`config.mk`:
```
export PLATFORM = sky130hd
export DESIGN_NAME = shift_right_seq
export DESIGN_NICKNAME = d
export VERILOG_FILES = /design/src/rtl/shift_right_seq.sv
export SDC_FILE = /design/constraint.sdc
export NUM_CORES = 1
export LEC_CHECK = 0
export BUFFER_PORTS_ARGS = -buffer_cell sky130_fd_sc_hd__buf_2
export CORE_AREA = 2 2 92 94
export CTS_CLUSTER_DIAMETER = 40
export CTS_CLUSTER_SIZE = 14
export DETAILED_ROUTE_END_ITERATION = 10
export DIE_AREA = 0 0 94 96
export PLACE_DENSITY = 0.69
export SLEW_MARGIN = 20
export SYNTH_ARGS = -nofsm -noshare
export SYNTH_HDL_FRONTEND = slang
export SYNTH_SLANG_ARGS = --single-unit
export TNS_END_PERCENT = 5
```
`constraint.sdc`:
```
create_clock -name i_clk -period 2.1 [get_ports i_clk]
set_input_delay 0 -clock i_clk [delete_from_list [all_inputs] [get_ports i_clk]]
set_output_delay 0 -clock i_clk [all_outputs]
set_load 0.03 [all_outputs]
```
`src/rtl/shift_right_seq.sv`:
```
// Iterative right shifter for SRL/SRA/SRLV/SRAV: moves the operand one bit per clock,
// filling with zero (logical) or the captured sign bit (arithmetic).
//
// state | meaning
// IDLE  | ready for a new operand; result register holds the last answer
// SHIFT | one bit shifted per clock, counter walks down to zero
// DONE  | single-cycle o_valid pulse with the final result
module shift_right_seq #(
    parameter int BUS_SIZE   = 32,
    parameter int SHAMT_SIZE = 5
) (
    input  logic                  i_clk,
    input  logic                  i_reset,
    input  logic                  i_start,
    input  logic [BUS_SIZE-1:0]   i_data,
    input  logic [SHAMT_SIZE-1:0] i_shamt,
    input  logic                  i_arith,
    output logic                  o_ready,
    output logic                  o_busy,
    output logic                  o_valid,
    output logic [BUS_SIZE-1:0]   o_result
);

    typedef enum logic [1:0] {
        S_IDLE  = 2'd0,
        S_SHIFT = 2'd1,
        S_DONE  = 2'd2
    } state_t;

    localparam logic [SHAMT_SIZE-1:0] CNT_ONE = SHAMT_SIZE'(1);

    state_t                r_state;
    logic [BUS_SIZE-1:0]   r_data;
    logic [BUS_SIZE-1:0]   r_result;
    logic [SHAMT_SIZE-1:0] r_cnt;
    logic                  r_fill;
    logic                  r_ready;
    logic                  r_busy;
    logic                  r_valid;
    logic [BUS_SIZE-1:0]   w_shifted;

    assign w_shifted = {r_fill, r_data[BUS_SIZE-1:1]};

    always_ff @(posedge i_clk) begin
        if (i_reset) begin
            r_state  <= S_IDLE;
            r_data   <= '0;
            r_result <= '0;
            r_cnt    <= '0;
            r_fill   <= 1'b0;
            r_ready  <= 1'b1;
            r_busy   <= 1'b0;
            r_valid  <= 1'b0;
        end else begin
            case (r_state)
                S_IDLE: begin
                    if (i_start) begin
                        r_data  <= i_data;
                        r_cnt   <= i_shamt;
                        r_fill  <= i_arith & i_data[BUS_SIZE-1];
                        r_ready <= 1'b0;
                        r_busy  <= 1'b1;
                        // A zero amount skips SHIFT and publishes the operand directly.
                        if (i_shamt == '0) begin
                            r_state  <= S_DONE;
                            r_result <= i_data;
                            r_valid  <= 1'b1;
                        end else begin
                            r_state <= S_SHIFT;
                        end
                    end
                end
                S_SHIFT: begin
                    r_data <= w_shifted;
                    r_cnt  <= r_cnt - CNT_ONE;
                    if (r_cnt == CNT_ONE) begin
                        r_state  <= S_DONE;
                        r_result <= w_shifted;
                        r_valid  <= 1'b1;
                    end
                end
                S_DONE: begin
                    r_state <= S_IDLE;
                    r_valid <= 1'b0;
                    r_busy  <= 1'b0;
                    r_ready <= 1'b1;
                end
                default: begin
                    r_state <= S_IDLE;
                    r_valid <= 1'b0;
                    r_busy  <= 1'b0;
                    r_ready <= 1'b1;
                end
            endcase
        end
    end

    assign o_ready  = r_ready;
    assign o_busy   = r_busy;
    assign o_valid  = r_valid;
    assign o_result = r_result;

endmodule

```
==> results.sh, run 1 <==
export IMPL_status="complete, no violations"
export IMPL_route_detailed_wl_per_inst_um=13.8
export IMPL_grt_pass1_wl_um=11500
export IMPL_cpPeakStageDelay_ps=680
export IMPL_grt_start_max_net_pins=48
export IMPL_die_area_mm2=0.00902
export IMPL_drv_slew=0
export IMPL_place_gp_congestion=0.844
export IMPL_synth_common_cells="dfxtp_1 (74), nor2_1 (68), a211oi_1 (35)"
export IMPL_overflow=0
export IMPL_switching_share_pct=29.3
export IMPL_crit_path_start="r_state[0]"
export IMPL_synth_cells=313
export IMPL_synth_most_common_cell="dfxtp_1"
export IMPL_seq_power_share_pct=48.1
export IMPL_cts_sinks=74
export IMPL_synth_top_area_share_pct=47.4
export IMPL_critPathRequiredTime_ps=2350
export IMPL_dp_hpwl_um=4900
export IMPL_fin_skew_ps=7.01
export IMPL_crit_type="reg -> reg"
export IMPL_fmax_mhz=517
export IMPL_syn_avg_cell_area_um2=9.98
export IMPL_power_w=0.00335
export IMPL_r2r_start="r_state[0]"
export IMPL_htreeDepth=3
export IMPL_cts_tree="done"
export IMPL_rsz0062_at_grt="false"
export IMPL_clkSlewWorstSetupHoldPaths_ps=80
export IMPL_ys_ff_latch=74
export IMPL_layout_drive_gt1_share_pct=33.9
export IMPL_num_io_pins=76
export IMPL_r2r_end="o_result[30]"
export IMPL_max_cap_violations=0
export IMPL_antenna_diode_count=0
export IMPL_period_share_pct=92.1
export IMPL_portBuffers=75
export IMPL_rows=33
export IMPL_tightest_slew_ps=581
export IMPL_combPwrFrac_pct=21.0
export IMPL_period_needed_ps=1930
export IMPL_reg2regPathDepth=5
export IMPL_grt_pass1_vias=2470
export IMPL_synth_edf_count=0
export IMPL_ir_drop_uv=387
export IMPL_setup_viol=0
export IMPL_async_reset_ff_share_pct=0
export IMPL_slowest_stage="or4b_2"
export IMPL_core_region_area_mm2=0.00805
export IMPL_endpoint_kind="register"
export IMPL_path_delay_family="simple AND/OR/NAND/NOR gates"
export IMPL_power_density_mw_per_mm2=864
export IMPL_vias_per_cell=5.00
export IMPL_timing_critical_path_to="o_result[30]"
export IMPL_drtIter0Drc=74
export IMPL_p_int_w=0.00237
export IMPL_cp_num_cells=5
export IMPL_start_util_pct=38.8
export IMPL_p_switching_w=0.000983
export IMPL_drc_errors=0
export IMPL_postCtsSetupRepairBufs=0
export IMPL_antenna_left=0
export IMPL_cp_buffers_inverters=1
export IMPL_routed_wl_um=6920
export IMPL_yosysSeqAreaShare_pct=47.4
export IMPL_power_leakage_nw=1.69
export IMPL_die_x_um=94
export IMPL_cts_root_buf="clkbuf_8"
export IMPL_numCtsBuffers=9
export IMPL_crit_path_max_fanout=18
export IMPL_synth_nets=356
export IMPL_areaGrowthSynthToFinish_pct=24.2
export IMPL_synthTopCellsByArea="dfxtp_1 (47%), a211oi_2 (11%), mux2i_1 (9.9%)"
export IMPL_dr_pass1_iters=4
export IMPL_yosys_warnings=0
export IMPL_antenna_found_initial=0
export IMPL_min_path_type="in -> reg"
export IMPL_vias=2517
export IMPL_critPathLaunchType="register"
export IMPL_path_cells="or4b_2 > o32ai_4 > buf_4 > nor2_1 > a211oi_2"
export IMPL_clk_latency_ps=330
export IMPL_clk_path_buf_depth=2
export IMPL_rrSetupSlack_ps=170
export IMPL_fin_tns_setup_ps=0
export IMPL_post_cts_resized=0
export IMPL_synth_flop_cell="dfxtp_1"
export IMPL_die_h_um=96
export IMPL_maxSlewHeadroom_pct=61.2
export IMPL_finalHoldViolations=0
export IMPL_grt_use_total_pct=16.3
export IMPL_synth_top_area_cell="dfxtp_1"
export IMPL_crit_arrival_ps=2180
export IMPL_nNetsFinal=436
export IMPL_holdBufCountCts=7
export IMPL_power_frac_clock_pct=30.9
export IMPL_ys_types=33
export IMPL_syn_cell_area_mm2=0.00312
[state kept, by name (all words and copies together), names as in the netlist]
name,count
o_result,32
r_data,31
r_cnt,5
r_state,2
o_busy,1
o_ready,1
o_valid,1
r_fill,1
[kinds of logic after synthesis]
kind of cell / Yosys count / synth area share (%)
AO/OA/AOI/OAI: 81 / 24.0
adder cells (fa/ha/maj): 2 / 0.801
flip-flops: 74 / 47.4
buffers and inverters: 30 / 4.93
AND/OR/NAND/NOR: 94 / 12.6
multiplexers: 32 / 10.3
[metrics by stage]
stage / std cells / area, µm² / util [%] / hold WS [ps] / setup WS, ps
floorplan: 313 / 3120 / - / 136 / 358
global placement: 480 / 3630 / 45.1 / 252 / 220
detailed placement: 480 / 3630 / 45.1 / 262 / 175
CTS: 503 / 3880 / 48.2 / 4.59 / 150
global route: 503 / 3880 / 48.2 / 21.7 / 10.4
finish: 503 / 3880 / 48.2 / 28.9 / 166
[layer usage]
layer	global-route usage, %	vias up	wire, µm
met1	20.6	1167	3350
met5	0	-	0
met4	6.52	0	69
met2	26.6	59	3190
met3	4.31	4	304
li1	-	1287	-
[cell type report]
| type | count | area (µm²) |
|---|---|---|
| inverter | 3 | 11.3 |
| fill | 775 | 4170 |
| tap | 105 | 131 |
| multi-input combinational | 209 | 1500 |
| timing repair buffer | 96 | 578 |
| clock buffer | 13 | 139 |
| clock inverter | 3 | 40.0 |
| sequential | 74 | 1480 |
[power by group through the flow]
stage                     registers, W  clock network [W]  logic, W
after floorplan                0.00170                  0  0.000442
after global placement         0.00164                  0  0.000682
after detailed placement       0.00164                  0  0.000698
after CTS                      0.00161            0.00107  0.000710
after global routing           0.00163            0.00113  0.000776
final                          0.00161            0.00104  0.000703
[worst register-to-register path, stage by stage, from the launching register on]
cell      delay, ps
dfxtp_1         440
or4b_2          680
o32ai_4         170
buf_4           300
nor2_1           80
a211oi_2        190
[how the worst min path moves through the flow]
stage,start,end,slack (ps),cells past startpoint
4_1_cts,i_start,o_ready,5,3
2_1_floorplan,i_shamt[3],r_cnt[3],140,2
6_report,i_start,o_ready,30,3
3_3_place_gp,i_shamt[3],r_cnt[3],250,3
3_5_place_dp,i_shamt[3],r_cnt[3],260,3
5_1_grt,i_start,o_ready,20,3
[placed cells by master (no fill, tap or decap), drive strengths merged, types with 3 or more instances in the layout]
master,instances
inv,3
dlygate4sd3,7
buf,89
nand2,10
dfxtp,74
nand3,3
o21ai,3
a211oi,63
nor2,68
a21oi,6
nand2b,4
mux2i,31
clkbuf,13
No activity file was read; power rests on OpenSTA's default activity.
==> inputs of run 2 (changes only) <==
Settings changed: PLACE_DENSITY 0.69 to 0.72.
Clock period 2.1 ns to 1.65 ns, I/O delays scaled along.
==> run 2 against run 1 <==
  * The flow now finishes with violations (setup timing)
  * Combinational power is 40% higher
  * Maximum frequency is 16% higher
  * Worst hold slack worse by 17 ps
==> results.sh, run 2 (synthesis results as in run 1) <==
export IMPL_status="complete, but fails checks"
export IMPL_violations="setup timing"
export IMPL_ir_drop_uv=466
export IMPL_antenna_left=0
export IMPL_fin_skew_ps=12.5
export IMPL_power_w=0.00435
export IMPL_tightest_slew_ps=415
export IMPL_drv_slew=0
export IMPL_fmax_mhz=602
export IMPL_cts_root_buf="clkbuf_8"
export IMPL_num_io_pins=76
export IMPL_critPathRequiredTime_ps=1870
export IMPL_setup_viol=7
export IMPL_period_needed_ps=1660
export IMPL_clkSlewWorstSetupHoldPaths_ps=80
export IMPL_antenna_diode_count=0
export IMPL_antenna_found_initial=0
export IMPL_dp_hpwl_um=5030
export IMPL_vias_per_cell=5.02
export IMPL_path_delay_family="simple AND/OR/NAND/NOR gates"
export IMPL_die_h_um=96
export IMPL_numCtsBuffers=9
export IMPL_crit_path_max_fanout=10
export IMPL_path_cells="or4b_4 > o32ai_4 > buf_6 > bufbuf_16 > a211oi_1"
export IMPL_rows=33
export IMPL_final_cells=523
export IMPL_rrSetupSlack_ps=-10
export IMPL_dr_pass1_iters=4
export IMPL_endpoint_kind="register"
export IMPL_start_util_pct=38.8
export IMPL_worst_slack_ps=-10.9
export IMPL_die_x_um=94
export IMPL_largest_reg_flops=32
export IMPL_cpPeakStageDelay_ps=540
export IMPL_rsz0062_at_grt="true"
export IMPL_vias=2627
export IMPL_finalHoldViolations=0
export IMPL_layout_drive_gt1_share_pct=39.7
export IMPL_dp_cells=487
export IMPL_hold_slack_ps=12.1
export IMPL_cts_tree="done"
export IMPL_portBuffers=75
export IMPL_crit_arrival_ps=1880
export IMPL_drtIter0Drc=98
export IMPL_routed_wl_um=7330
export IMPL_route_detailed_wl_per_inst_um=14.0
export IMPL_htreeDepth=3
export IMPL_cp_buffers_inverters=2
export IMPL_min_path_type="in -> reg"
export IMPL_maxSlewHeadroom_pct=72.3
export IMPL_critPathLaunchType="register"
export IMPL_grt_pass1_vias=2575
export IMPL_place_gp_congestion=0.855
export IMPL_power_leakage_nw=1.86
export IMPL_final_cell_mix="buf_2 (75), dfxtp_1 (71), nor2_1 (64)"
export IMPL_grt_pass1_wl_um=12100
export IMPL_areaGrowthSynthToFinish_pct=33.7
export IMPL_clk_latency_ps=340
export IMPL_overflow=0
export IMPL_drc_errors=0
export IMPL_die_area_mm2=0.00902
export IMPL_fin_tns_setup_ps=-48.5
export IMPL_cts_sinks=74
export IMPL_power_density_mw_per_mm2=1040
export IMPL_max_cap_violations=0
export IMPL_grt_use_total_pct=17.2
export IMPL_period_share_pct=101
export IMPL_crit_type="reg -> reg"
export IMPL_layout_commonest_cell="buf_2"
export IMPL_nNetsFinal=458
export IMPL_slowest_stage="or4b_4"
export IMPL_clk_path_buf_depth=2
export IMPL_core_region_area_mm2=0.00805
export IMPL_grt_start_max_net_pins=39
run 2: cell count changes in the layout (fill, tap and decap cells not counted), sizes merged:
cell | previous run | this run
dlygate4sd3 | 7 | 6
buf | 89 | 111
clkinv | 2 | 3
clkbuf | 13 | 10
bufbuf | 0 | 1
run 2: final timing paths:
path / end / depth (start not counted) / start
min: o_ready / 3 / i_start
min reg2reg: o_valid / 2 / o_valid
max reg2reg: o_result[21] / 5 / r_state[1]
max: o_result[21] / 5 / r_state[1]
run 2: metal layers:
| metal | track usage (%) | vias to the layer above | part of all wire [%] |
|---|---|---|---|
| met4 | 7.73 | 0 | 1.5 |
| met5 | 0 | - | 0 |
| met2 | 28.2 | 60 | 48 |
| met3 | 3.52 | 8 | 5.0 |
| met1 | 21.9 | 1230 | 46 |
| li1 | - | 1329 | - |
run 2: worst min-delay path, stage by stage:
cell	delay [ps]
buf_2	120
nand2b_1	80
a211o_1	120
run 2: area by class of cell:
| cell class | count | area (µm²) |
|---|---|---|
| Multi-Input combinational cell | 209 | 1510 |
| Timing Repair Buffer | 118 | 861 |
| Sequential cell | 74 | 1490 |
| Clock inverter | 4 | 45.0 |
| Clock buffer | 10 | 128 |
| Tap cell | 105 | 131 |
| Inverter | 3 | 11.3 |
| Fill cell | 767 | 3880 |
run 2: report_power, final:
group	total, W	switching (W)	internal, W
Combinational	0.000985	0.000555	0.000431
Sequential	0.00205	0.0000959	0.00196
Clock	0.00131	0.000635	0.000676
Total	0.00435	0.00128	0.00306
run 2: metrics by stage:
step / worst slack (ps) / instance area (µm²) / util (%)
floorplan: -77.2 / 3130 / -
global placement: -51.5 / 3750 / 46.5
detailed placement: -125 / 3750 / 46.5
CTS: -40.4 / 4150 / 51.5
global route: -64.6 / 4180 / 51.9
finish: -10.9 / 4180 / 51.9
run 2: repair_timing:
item                                    CTS  global route
buffers inserted                         12             2
pin swaps                                20             2
gates resized for setup                   8             5
hold endpoints to repair                  5             0
endpoints found under the setup margin   32            32
hold buffers                              6             0
gates cloned                              2             0
==> inputs of run 3 (changes only) <==
Settings changed: PLACE_DENSITY 0.72 to 0.69.
Clock period 1.65 ns to 1.75 ns, I/O delays scaled along.
==> run 3 against run 2 <==
  * The run now ends clean
  * Worst hold slack better by 14 ps
  * Global-route usage down 0.16 points
  * Non-clock buffer count shrank 14
  * Critical path depth increased by 1
  * Final cell count decreased by 2.3%
  * Power up 2.8%
  * Register-to-register slack improved by 40 ps
  * Via count down 1.5%
  * Maximum frequency is 3.4% lower
  * Clock-buffer cell count decreased by 1
  * Critical endpoint is now o_result[14]
  * Largest power group unchanged
==> results.sh, run 3 (synthesis results as in run 1) <==
export IMPL_areaGrowthSynthToFinish_pct=31.9
export IMPL_seq_power_share_pct=43.2
export IMPL_layout_commonest_cell="buf_2"
export IMPL_r2r_end="o_result[14]"
export IMPL_crit_top_cell="buf_12"
export IMPL_min_path_type="in -> reg"
export IMPL_num_io_pins=76
export IMPL_htreeDepth=3
export IMPL_maxSlewHeadroom_pct=54.7
export IMPL_grt_start_max_net_pins=57
export IMPL_rrSetupSlack_ps=30
export IMPL_p_switching_w=0.00128
export IMPL_ir_drop_uv=470
export IMPL_power_density_mw_per_mm2=1090
export IMPL_rows=33
export IMPL_cts_root_buf="clkbuf_8"
export IMPL_slowest_stage="or3b_4"
export IMPL_critPathRequiredTime_ps=1990
export IMPL_postLayoutCoreUtil_pct=51.2
export IMPL_max_cap_violations=0
export IMPL_largest_reg_flops=32
export IMPL_cts_tree="done"
export IMPL_routed_wl_um=7510
export IMPL_fill_cells=757
export IMPL_tightest_slew_ps=680
export IMPL_dr_pass1_iters=4
export IMPL_die_area_mm2=0.00902
export IMPL_fin_tns_setup_ps=0
export IMPL_min_from="i_shamt[1]"
export IMPL_path_cells="or3b_4 > o32ai_4 > buf_12 > buf_12 > nor2_1 > a211oi_2"
export IMPL_die_x_um=94
export IMPL_overflow=0
export IMPL_final_cell_mix="buf_2 (74), dfxtp_1 (72), nor2_1 (67)"
export IMPL_status="complete, no violations"
export IMPL_crit_path_max_fanout=8
export IMPL_antenna_diode_count=0
export IMPL_dp_hpwl_um=4910
export IMPL_layout_drive_gt1_share_pct=37.7
export IMPL_fmax_mhz=582
export IMPL_vias_per_cell=5.06
export IMPL_route_detailed_wl_per_inst_um=14.7
export IMPL_start_util_pct=38.8
export IMPL_critPathLaunchType="register"
export IMPL_crit_path_start="r_state[1]"
export IMPL_nNetsFinal=444
export IMPL_rsz0062_at_grt="true"
export IMPL_numCtsBuffers=9
export IMPL_combPwrFrac_pct=20.3
export IMPL_grt_use_total_pct=17.0
export IMPL_crit_arrival_ps=1960
export IMPL_power_frac_clock_pct=36.5
export IMPL_crit_type="reg -> reg"
export IMPL_core_region_area_mm2=0.00805
export IMPL_clk_path_buf_depth=2
export IMPL_r2r_start="r_state[1]"
export IMPL_clkSlewWorstSetupHoldPaths_ps=80
export IMPL_portBuffers=75
export IMPL_fin_skew_ps=7.59
export IMPL_drc_errors=0
export IMPL_grt_pass1_wl_um=12000
export IMPL_place_gp_congestion=0.880
export IMPL_power_leakage_nw=1.79
export IMPL_timing_critical_path_to="o_result[14]"
export IMPL_drtIter0Drc=53
export IMPL_drv_slew=0
export IMPL_antenna_found_initial=0
export IMPL_finalHoldViolations=0
export IMPL_reg2regPathDepth=6
export IMPL_vias=2587
export IMPL_endpoint_kind="register"
export IMPL_antenna_left=0
export IMPL_period_needed_ps=1720
export IMPL_power_w=0.00447
export IMPL_setup_viol=0
export IMPL_cpPeakStageDelay_ps=420
export IMPL_grt_pass1_vias=2470
export IMPL_period_share_pct=98.2
export IMPL_cts_sinks=74
export IMPL_die_h_um=96
export IMPL_clk_latency_ps=330
export IMPL_switching_share_pct=28.7
export IMPL_p_int_w=0.00319
[run 3: repair_timing]
| action | in CTS | in global routing |
|---|---|---|
| setup endpoints to repair | 32 | 31 |
| resized for setup | 4 | 9 |
| endpoints found under the hold margin | 5 | 0 |
| pin swaps | 1 | 4 |
| setup buffers | 2 | 1 |
| hold buffers | 6 | 0 |
| gates cloned | 2 | 1 |
[run 3: final cells by class]
| class | count | area (µm²) | area share (%) |
|---|---|---|---|
| clock buffers | 9 | 124 | 3.01 |
| clock inverters | 7 | 124 | 3.01 |
| multi-input cells | 209 | 1510 | 36.8 |
| inverters | 3 | 11.3 | 0.273 |
| repair buffers | 104 | 731 | 17.7 |
| well taps | 105 | 131 | 3.19 |
| flip-flops and latches | 74 | 1480 | 36.0 |
[run 3: worst min path at each step]
| stage | endpoint | slack [ps] | cells past startpoint |
|---|---|---|---|
| floorplan | r_cnt[3] | 140 | 2 |
| global placement | r_cnt[3] | 270 | 3 |
| detailed placement | r_cnt[3] | 270 | 3 |
| CTS | r_cnt[1] | 4 | 3 |
| global route | r_cnt[1] | 40 | 3 |
| finish | r_cnt[1] | 30 | 3 |
[run 3: metrics by stage]
step	hold slack (ps)	cells	area (µm²)	setup slack (ps)
after floorplan	136	313	3120	8.21
after global placement	267	484	3670	-90.2
after detailed placement	271	484	3670	-135
after CTS	4.36	510	4080	6.40
after global routing	35.5	511	4120	-15.4
final	26.1	511	4120	31.0
[run 3: per-layer routing]
layer,track usage [%],up-vias,wire [µm]
met1,21.7,1230,3540
met5,0,-,0
met4,6.40,0,49
met2,28.2,51,3620
li1,-,1304,-
met3,3.92,2,300
[run 3: worst max-delay path: cells and delay by family, from the launching register on]
kind | cells | cell delay (ps)
buffers and inverters | 2 | 310
AOI/OAI and AO/OA | 2 | 500
and+or+nand+nor | 2 | 470
DFF | 1 | 340
[run 3: power groups by stage]
stage,logic (W),clock network (W),registers (W)
floorplan,0.000531,0,0.00203
global placement,0.000846,0,0.00196
detailed placement,0.000867,0,0.00196
CTS,0.000906,0.00167,0.00193
global route,0.000996,0.00175,0.00195
finish,0.000908,0.00163,0.00193
